### config.mk
export PLATFORM = sky130hd
export DESIGN_NAME = cart_loader
export DESIGN_NICKNAME = d
export VERILOG_FILES = /design/src/rtl/cart_pkg.sv /design/src/rtl/cart_loader.sv
export SDC_FILE = /design/constraint.sdc
export NUM_CORES = 1
export LEC_CHECK = 0
export ABC_AREA = 1
export BUFFER_PORTS_ARGS = -buffer_cell sky130_fd_sc_hd__buf_2
export CORE_MARGIN = 4
export CORE_UTILIZATION = 25
export CTS_BUF_LIST = sky130_fd_sc_hd__clkbuf_8
export CTS_CLUSTER_SIZE = 25
export DETAILED_ROUTE_END_ITERATION = 12
export GPL_TIMING_DRIVEN = 0
export MAX_ROUTING_LAYER = met4
export PLACE_DENSITY = 0.45
export SLEW_MARGIN = 0
export SYNTH_ARGS = -nofsm -noshare
export SYNTH_HDL_FRONTEND = slang
export SYNTH_SLANG_ARGS = --single-unit
### constraint.sdc
create_clock -name clk_sys -period 4.3 [get_ports clk_sys]
set_clock_uncertainty 0.1 [all_clocks]
set_input_delay 0.86 -clock clk_sys [delete_from_list [all_inputs] [get_ports clk_sys]]
set_output_delay 0.86 -clock clk_sys [all_outputs]
set_load 0.01 [all_outputs]
### src/rtl/cart_pkg.sv
// Shared constants for the cartridge ROM download path (FSM encoding, header size,
// Game Gear index).
package cart_pkg;

  localparam logic [1:0] StIdle     = 2'd0;
  localparam logic [1:0] StWaitByte = 2'd1;
  localparam logic [1:0] StWaitAck  = 2'd2;
  localparam logic [1:0] StFinish   = 2'd3;

  localparam int unsigned HDR_BYTES = 512;

  localparam logic [1:0] GG_INDEX = 2'd2;

endpackage

### src/rtl/cart_loader.sv
// Bridges the data_io byte stream to toggle-handshake SDRAM writes and latches cart geometry.
// Define CART_SUM_EN to add the cart_sum output (16-bit payload byte sum).
module cart_loader #(
  parameter int unsigned ADDR_W    = 24,
  parameter int unsigned CART_W    = 22,
  parameter int unsigned HDR_BYTES = cart_pkg::HDR_BYTES
) (
  input  logic              clk_sys,
  input  logic              reset,
  input  logic              ioctl_download,
  input  logic              ioctl_wr,
  input  logic [7:0]        ioctl_dout,
  input  logic [7:0]        ioctl_index,
  output logic              ioctl_wait,
  output logic [ADDR_W-1:0] waddr,
  output logic [7:0]        din,
  output logic              we,
  input  logic              we_ack,
  output logic [CART_W-1:0] cart_mask,
  output logic              romhdr,
  output logic              gg,
  output logic              cart_valid,
  output logic              overflow
`ifdef CART_SUM_EN
  ,
  output logic [15:0]       cart_sum
`endif
);

  import cart_pkg::*;

  localparam int unsigned     HdrBit    = $clog2(HDR_BYTES);
  localparam logic [ADDR_W:0] CntOne    = (ADDR_W + 1)'(1);
  localparam logic [ADDR_W:0] CartLimit = CntOne << CART_W;
  localparam logic [ADDR_W:0] HdrCnt    = (ADDR_W + 1)'(HDR_BYTES);

  logic [1:0]        state_q, state_d;
  logic              dl_q;
  logic [ADDR_W:0]   cnt_q, cnt_d;
  logic [CART_W-1:0] mask_all_q, mask_all_d;
  logic [CART_W-1:0] mask_off_q, mask_off_d;
  logic              wait_q, wait_d;
  logic [ADDR_W-1:0] waddr_q, waddr_d;
  logic [7:0]        din_q, din_d;
  logic              we_q, we_d;
  logic [CART_W-1:0] cart_mask_q, cart_mask_d;
  logic              romhdr_q, romhdr_d;
  logic              gg_q, gg_d;
  logic              valid_q, valid_d;
  logic              ovf_q, ovf_d;
`ifdef CART_SUM_EN
  logic [15:0]       sum_all_q, sum_all_d;
  logic [15:0]       sum_off_q, sum_off_d;
  logic [15:0]       cart_sum_q, cart_sum_d;
`endif

  logic              dl_rise;
  logic              restart;
  logic [CART_W-1:0] cnt_off;
  logic              unused_idx;

  assign dl_rise    = ioctl_download & ~dl_q;
  // A rising edge while still collecting bytes aborts and restarts the download.
  assign restart    = dl_rise & ((state_q == StIdle) | (state_q == StWaitByte));
  assign cnt_off    = CART_W'(cnt_q - HdrCnt);
  assign unused_idx = ^ioctl_index[5:0];

  always_comb begin
    state_d     = state_q;
    cnt_d       = cnt_q;
    mask_all_d  = mask_all_q;
    mask_off_d  = mask_off_q;
    wait_d      = wait_q;
    waddr_d     = waddr_q;
    din_d       = din_q;
    we_d        = we_q;
    cart_mask_d = cart_mask_q;
    romhdr_d    = romhdr_q;
    gg_d        = gg_q;
    valid_d     = valid_q;
    ovf_d       = ovf_q;
`ifdef CART_SUM_EN
    sum_all_d   = sum_all_q;
    sum_off_d   = sum_off_q;
    cart_sum_d  = cart_sum_q;
`endif

    if (restart) begin
      state_d     = StWaitByte;
      cnt_d       = '0;
      mask_all_d  = '0;
      mask_off_d  = '0;
      cart_mask_d = '0;
      romhdr_d    = 1'b0;
      valid_d     = 1'b0;
      ovf_d       = 1'b0;
      gg_d        = (ioctl_index[7:6] == GG_INDEX);
`ifdef CART_SUM_EN
      sum_all_d   = '0;
      sum_off_d   = '0;
      cart_sum_d  = '0;
`endif
    end else begin
      case (state_q)
        StWaitByte: begin
          if (ioctl_wr) begin
            din_d   = ioctl_dout;
            waddr_d = cnt_q[ADDR_W-1:0];
            if (cnt_q < CartLimit) begin
              we_d    = ~we_q;
              wait_d  = 1'b1;
              state_d = StWaitAck;
            end else begin
              // Beyond the cartridge window: count the byte but never write it.
              ovf_d = 1'b1;
              cnt_d = cnt_q + CntOne;
            end
          end else if (!ioctl_download) begin
            state_d = StFinish;
          end
        end

        StWaitAck: begin
          if (we_ack == we_q) begin
            wait_d     = 1'b0;
            mask_all_d = mask_all_q | cnt_q[CART_W-1:0];
            if (cnt_q >= HdrCnt) begin
              mask_off_d = mask_off_q | cnt_off;
            end
`ifdef CART_SUM_EN
            sum_all_d = sum_all_q + 16'(din_q);
            if (cnt_q >= HdrCnt) begin
              sum_off_d = sum_off_q + 16'(din_q);
            end
`endif
            cnt_d   = cnt_q + CntOne;
            state_d = StWaitByte;
          end
        end

        StFinish: begin
          romhdr_d    = cnt_q[HdrBit];
          cart_mask_d = cnt_q[HdrBit] ? mask_off_q : mask_all_q;
          valid_d     = 1'b1;
`ifdef CART_SUM_EN
          cart_sum_d  = cnt_q[HdrBit] ? sum_off_q : sum_all_q;
`endif
          state_d     = StIdle;
        end

        default: ;
      endcase
    end
  end

  always_ff @(posedge clk_sys or posedge reset) begin
    if (reset) begin
      state_q     <= StIdle;
      dl_q        <= 1'b0;
      cnt_q       <= '0;
      mask_all_q  <= '0;
      mask_off_q  <= '0;
      wait_q      <= 1'b0;
      waddr_q     <= '0;
      din_q       <= '0;
      we_q        <= 1'b0;
      cart_mask_q <= '0;
      romhdr_q    <= 1'b0;
      gg_q        <= 1'b0;
      valid_q     <= 1'b0;
      ovf_q       <= 1'b0;
`ifdef CART_SUM_EN
      sum_all_q   <= '0;
      sum_off_q   <= '0;
      cart_sum_q  <= '0;
`endif
    end else begin
      state_q     <= state_d;
      dl_q        <= ioctl_download;
      cnt_q       <= cnt_d;
      mask_all_q  <= mask_all_d;
      mask_off_q  <= mask_off_d;
      wait_q      <= wait_d;
      waddr_q     <= waddr_d;
      din_q       <= din_d;
      we_q        <= we_d;
      cart_mask_q <= cart_mask_d;
      romhdr_q    <= romhdr_d;
      gg_q        <= gg_d;
      valid_q     <= valid_d;
      ovf_q       <= ovf_d;
`ifdef CART_SUM_EN
      sum_all_q   <= sum_all_d;
      sum_off_q   <= sum_off_d;
      cart_sum_q  <= cart_sum_d;
`endif
    end
  end

  assign ioctl_wait = wait_q;
  assign waddr      = waddr_q;
  assign din        = din_q;
  assign we         = we_q;
  assign cart_mask  = cart_mask_q;
  assign romhdr     = romhdr_q;
  assign gg         = gg_q;
  assign cart_valid = valid_q;
  assign overflow   = ovf_q;
`ifdef CART_SUM_EN
  assign cart_sum   = cart_sum_q;
`endif

endmodule

Word level (Yosys, flattened, before mapping). Cells that the tools add are included. W data, S select, Z words.

Register bits: 132. Bits in latches: 0. RAM bits: 0. Bits in read-only memories: 0. Output and inout port bits: 60. Memories: 0.

$add $sub $neg: 2. Multipliers: 0. Divide/modulo/power cells: 0. $lt $le $gt $ge: 2. Eq/ne operators: 14. Shift operators: 0. Multiplexer cells: 33. Bitwise operators: 8. Reduce and logical (&&, ||, !) cells: 18.

Operator list (number): $mux W22 (10); $mux W25 (4); $pmux W25 S2 (1); $or A22 B22 Y22 (2); $add A25 B1 Y25 const B (1); $ge A25 B10 Y1 const B (1); $lt A25 B23 Y1 const B (1); $sub A22 B10 Y22 const B (1); $reduce_bool A2 Y1 (7); $reduce_and A4 Y1 (3); $mux W1 (11); $mux W2 (5); $ne A3 B3 Y1 const B (3); $reduce_and A3 Y1 (3); $eq A2 B2 Y1 const B (3); $ne A2 B2 Y1 const B (3); $pmux W2 S3 (1); $reduce_and A5 Y1 (1); $ne A4 B3 Y1 const B (1); $ne A4 B4 Y1 const B (1); $reduce_bool A4 Y1 (1); $not A1 Y1 (3); $reduce_bool A3 Y1 (1); $and A1 B1 Y1 (2); 7 further kinds (7).

Depth between registers and ports, before layout.
Depth after elaboration: 6. Mapped depth: 13.

Worst setup path after synthesis. No wires, ideal clock.

Path kind: input-to-reg. Start: input ioctl_download. End: register cnt_q[11]. Library setup time: 0.128 ns. Arrival: 1.738 ns. Required time: 4.072 ns. Setup slack: 2.334 ns. Stages: 10. Buffers on the path: 3. Path through: inv_1 -> nor2_1 -> nand2_2 -> buf_6 -> nand3_2 -> nand3_2 -> buf_4 -> buf_6 -> nand2_1 -> o21ai_0.

Cells in the longest elaborated chain, start to end: 4.

Ends and longest elaborated chain: start: declaration (line cart_loader.sv:10) `input logic ioctl_download,`; $and A1 B1 Y1 * (line cart_loader.sv:62) `assign dl_rise = ioctl_download & ~dl_q;`; $and A1 B1 Y1 * (line cart_loader.sv:64) `assign restart = dl_rise & ((state_q == StIdle) | (state_q == StWaitByte));`; $ne A3 B3 Y1 (no line) or $reduce_bool A3 Y1 (tied branches); $reduce_and A4 Y1 (no line); end signal: assignment (line cart_loader.sv:180) `cnt_q <= cnt_d;`; end: declaration (line cart_loader.sv:39) `logic [ADDR_W:0] cnt_q, cnt_d;`.

Every way passes the cells marked *; elsewhere a longest branch is shown, timed or not. A chain may end at the register's enable or synchronous reset.

Worst setup path after layout.
Start: register state_q[1]. End: register cart_mask_q[6] (netlist: cart_mask[6]).

Cells in the longest elaborated chain, start to end: 4.

Ends and longest elaborated chain: start: declaration (line cart_loader.sv:37) `logic [1:0] state_q, state_d;`; start signal: assignment (line cart_loader.sv:158) `state_q <= StIdle;`; start signal: assignment (line cart_loader.sv:178) `state_q <= state_d;`; $eq A2 B1 Y1 or $logic_not A2 Y1 (tied branches) (line cart_loader.sv:64); $or A1 B1 Y1 (line cart_loader.sv:64); $and A1 B1 Y1 (line cart_loader.sv:64); $mux W22 or $reduce_bool A2 Y1 (tied branches); end signal: assignment (line cart_loader.sv:187) `cart_mask_q <= cart_mask_d;`; end: declaration (line cart_loader.sv:46) `logic [CART_W-1:0] cart_mask_q, cart_mask_d;`.

Parallel ways exist; a longest one is shown, timed or not.

==> key figures <==
Floorplanning
  – Core area: ~27,000 sq um
  – Die Y: 173 um
  – Starting Density: 25.3%
  – Die area: 29,900 sq um
  – Die W: between 150 and 200 um
  – I/O pins: 81
  – Row count: 60

Synth
  – Post-synth EDFFs: 0
  – Ys async rst share: 100%
  – Number of library cell types mapped by synthesis: 36
  – Top_reg_cell synth: dfrtp_1
  – Cells after Synth: 805
  – Syn Area/Cell: 8.45 sq um
  – Synth Register Bits: 132
  – Seq/Total Area, Yosys: 48.6%
  – Mapped cell area: 6800 sq um
  – Syn nets: 835
  – Yosys warnings: 0

Power
  – Net Switching: around 0.0019 W
  – Total chip power: between 0.004 and 0.005 W
  – Internal power: 0.00293 W
  – Static Leak: slightly below 4 nW
  – Switching part of the total: 39.2%
  – Worst VDD drop: around 0.0002 V
  – Seq pwr share: 40.0%
  – Clock power share: 24.8%
  – Power density cells: 594 nW/um^2
  – Logic pwr share: 35.2%

Setup path
  – CP max stage delay: 0.44 ns
  – CP required: 4.53 ns
  – Nature of the critical path endpoint: flop
  – Critical Path AT: about 2.7 ns
  – Top delay family on crit path: buffers and inverters
  – Critical-path cell list: inv_1 -> ha_1 -> inv_2 -> nand2_1 -> nand2_2 -> buf_6 -> inv_2 -> nor2_1 -> inv_1 -> buf_2 -> o21ai_0
  – Slowest CP cell: dfrtp_1
  – WS Path Type: flop to flop
  – Critical Path Start Type: flop
  – Buf/Inv on CP: 6
  – Critical path fanouts, max: 10

Flow run
  – MaxCap Viol Count: 0

Global routing
  – Largest net degree at the start of global routing: 40
  – First-pass GRT wire length: ~33,000 um
  – Vias in the first global route: 5,594
  – Initial antenna violation count: 0
  – Gr usage total: 14.3%
  – Congestion Overflow GR: 0

Finish
  – Filler instances: 2,935
  – Fin area: just over 8000 sq um
  – Area Overhead vs Synth: 19.2%
  – Area of the multi-input gates: 2960 sq um
  – Diodes inserted: 0
  – Nets: 931
  – Commonest cells after routing, fill and taps aside: nand2_1 (204), dfrtp_1 (132), buf_2 (93)
  – Register area: ~3300 sq um
  – Commonest non-fill, non-tap cell in the layout: nand2_1
  – Layout cells sized above 1: 22.5%

Clock tree
  – Clock latency on the worst-skew pair: between 0.4 and 0.5 ns
  – Root Buffer: clkbuf_8
  – CTS resizes: 0
  – Max Buffers Root-to-Sink: 2
  – Postcts setup bufs: 0
  – CTS tree: yes
  – Cts bufs inserted: 17
  – Post-CTS Hold Fix Bufs: 0
  – Clock sink count: between 100 and 150
  – Clock-pin slew on the worst setup and hold paths: 0.09 ns
  – H-tree depth: 4

Timing
  – Max-slew violations: 0
  – Min cycle time layout: 2.44 ns
  – Final hold vios: 0
  – Slew @ Worst Pin: between 0.8 and 0.9 ns
  – FMAX: approximately 0.41 GHz
  – Period utilization: 56.8%
  – Slew HR: between 40% and 50%
  – Final setup margin: 1.86 ns
  – RSZ-0062 raised after global routing: no
  – Finish-stage setup viols: 0
  – Final hold slack: 0.373 ns
  – Final setup TNS: 0 ns

Detailed routing
  – Drt drc: 0
  – Remaining antenna violation count: 0
  – Vias: between 5,000 and 6,000
  – Wire per inst: 16.3 um
  – Final wirelength: approximately 20,000 um
  – DR pass1 iterations: 5
  – Post-DR vias/cell: between 4 and 5
  – First DRT Iteration DRCs: 350

Placed design
  – Dpl cell area: 7660 sq um
  – IO buf count: 74
  – Pre-CTS WS: between 1.5 and 2 ns
  – DP HPWL: about 15,000 um
  – Routability cong.: 0.901

Worst hold path
  – HP Class: flop to flop

Outcome
  – Outcome: finished, final reports clean
==> sequential cells by signal (all words and copies together), names as in the netlist <==
register and flops:
we 1, romhdr 1, mask_all_q 22, state_q 2, ioctl_wait 1, gg 1, din 8, waddr 24
cart_mask 22, dl_q 1, mask_off_q 22, cart_valid 1, cnt_q 25, overflow 1
==> worst reg2reg max path, cell delays in order, from the launching register on <==
cell     delay (ns)
dfrtp_1        0.44
inv_1          0.10
ha_1           0.24
inv_2          0.07
nand2_1        0.10
nand2_2        0.10
buf_6          0.17
inv_2          0.21
nor2_1         0.07
inv_1          0.31
buf_2          0.29
o21ai_0        0.11
==> synth_stat cells (3+ instances only) <==
cell,count,area [sq um]
nand2_1,204,766
buf_4,6,45.0
inv_1,58,218
nand3_1,50,250
o21ai_2,19,166
xor2_1,8,70.1
o21ai_0,75,375
buf_2,19,95.1
nand4_1,11,68.8
buf_1,3,11.3
dfrtp_1,132,3300
nor2_1,75,282
buf_12,4,80.1
o21a_1,22,165
buf_6,4,45.0
nor2_4,4,45.0
nand2_2,23,144
inv_2,4,15.0
nor2_2,4,25.0
a21oi_1,7,35.0
o21ai_1,21,105
ha_1,9,113
nand2_4,3,33.8
mux2i_1,20,200
clkbuf_1,5,18.8
==> power groups by stage <==
| stage | Combinational, W | Sequential [W] | Clock [W] |
|---|---|---|---|
| after CTS | 0.00173 | 0.00193 | 0.00123 |
| after detailed placement | 0.00173 | 0.00195 | 0 |
| after global routing | 0.00193 | 0.00198 | 0.00127 |
| after global placement | 0.00171 | 0.00194 | 0 |
| after floorplan | 0.00104 | 0.00197 | 0 |
| final | 0.00169 | 0.00193 | 0.00119 |
==> stage by stage <==
step,util [%],instances
4_1_cts,30.2,1255
2_1_floorplan,-,805
5_1_grt,30.2,1255
6_report,30.2,1255
3_3_place_gp,28.3,1220
3_5_place_dp,28.5,1223
==> per-layer routing <==
| metal | track usage (%) | up-vias | routed length, um |
|---|---|---|---|
| met2 | 21.6 | 112 | 9250 |
| met1 | 19.5 | 2695 | 10000 |
| met5 | - | - | 0 |
| met4 | 3.92 | 0 | 320 |
| li1 | - | 2798 | - |
| met3 | 2.93 | 19 | 819 |
==> cell type report <==
cell class / instances / area share [%]
Buffer: 43 / 3.77
Clock buffer: 19 / 3.23
Clock inverter: 13 / 2.25
Inverter: 63 / 2.96
Multi-Input combinational cell: 567 / 36.5
Sequential cell: 132 / 40.7
Tap cell: 341 / 5.26
Timing Repair Buffer: 77 / 5.31
==> cell families after synthesis <==
logic type	after synthesis	share of synthesized area, %
and+or+nand+nor	384	25.2
AOI/OAI and AO/OA	146	12.7
DFF	132	48.6
buffers and inverters	106	7.96
muxes	20	2.94
adders and majority gates	9	1.66
xor gates and xnor gates	8	1.03
==> worst paths after layout <==
kind | startpoint | to | slack [ns] | depth (start not counted)
worst max-delay path | state_q[1]$_DFFE_PP0P_ | cart_mask[6]$_DFFE_PP0N_ | 1.86 | 11
worst min-delay path | din[2]$_DFFE_PP0P_ | din[2]$_DFFE_PP0P_ | 0.37 | 2
worst max register to register | state_q[1]$_DFFE_PP0P_ | cart_mask[6]$_DFFE_PP0N_ | 1.86 | 11
worst min register to register | din[2]$_DFFE_PP0P_ | din[2]$_DFFE_PP0P_ | 0.37 | 2
max in group asynchronous | reset | mask_off_q[4]$_DFFE_PP0P_ | 2.76 | 4
min in group asynchronous | reset | waddr[13]$_DFFE_PP0P_ | 0.45 | 2
No activity file was read; power rests on OpenSTA's default activity.
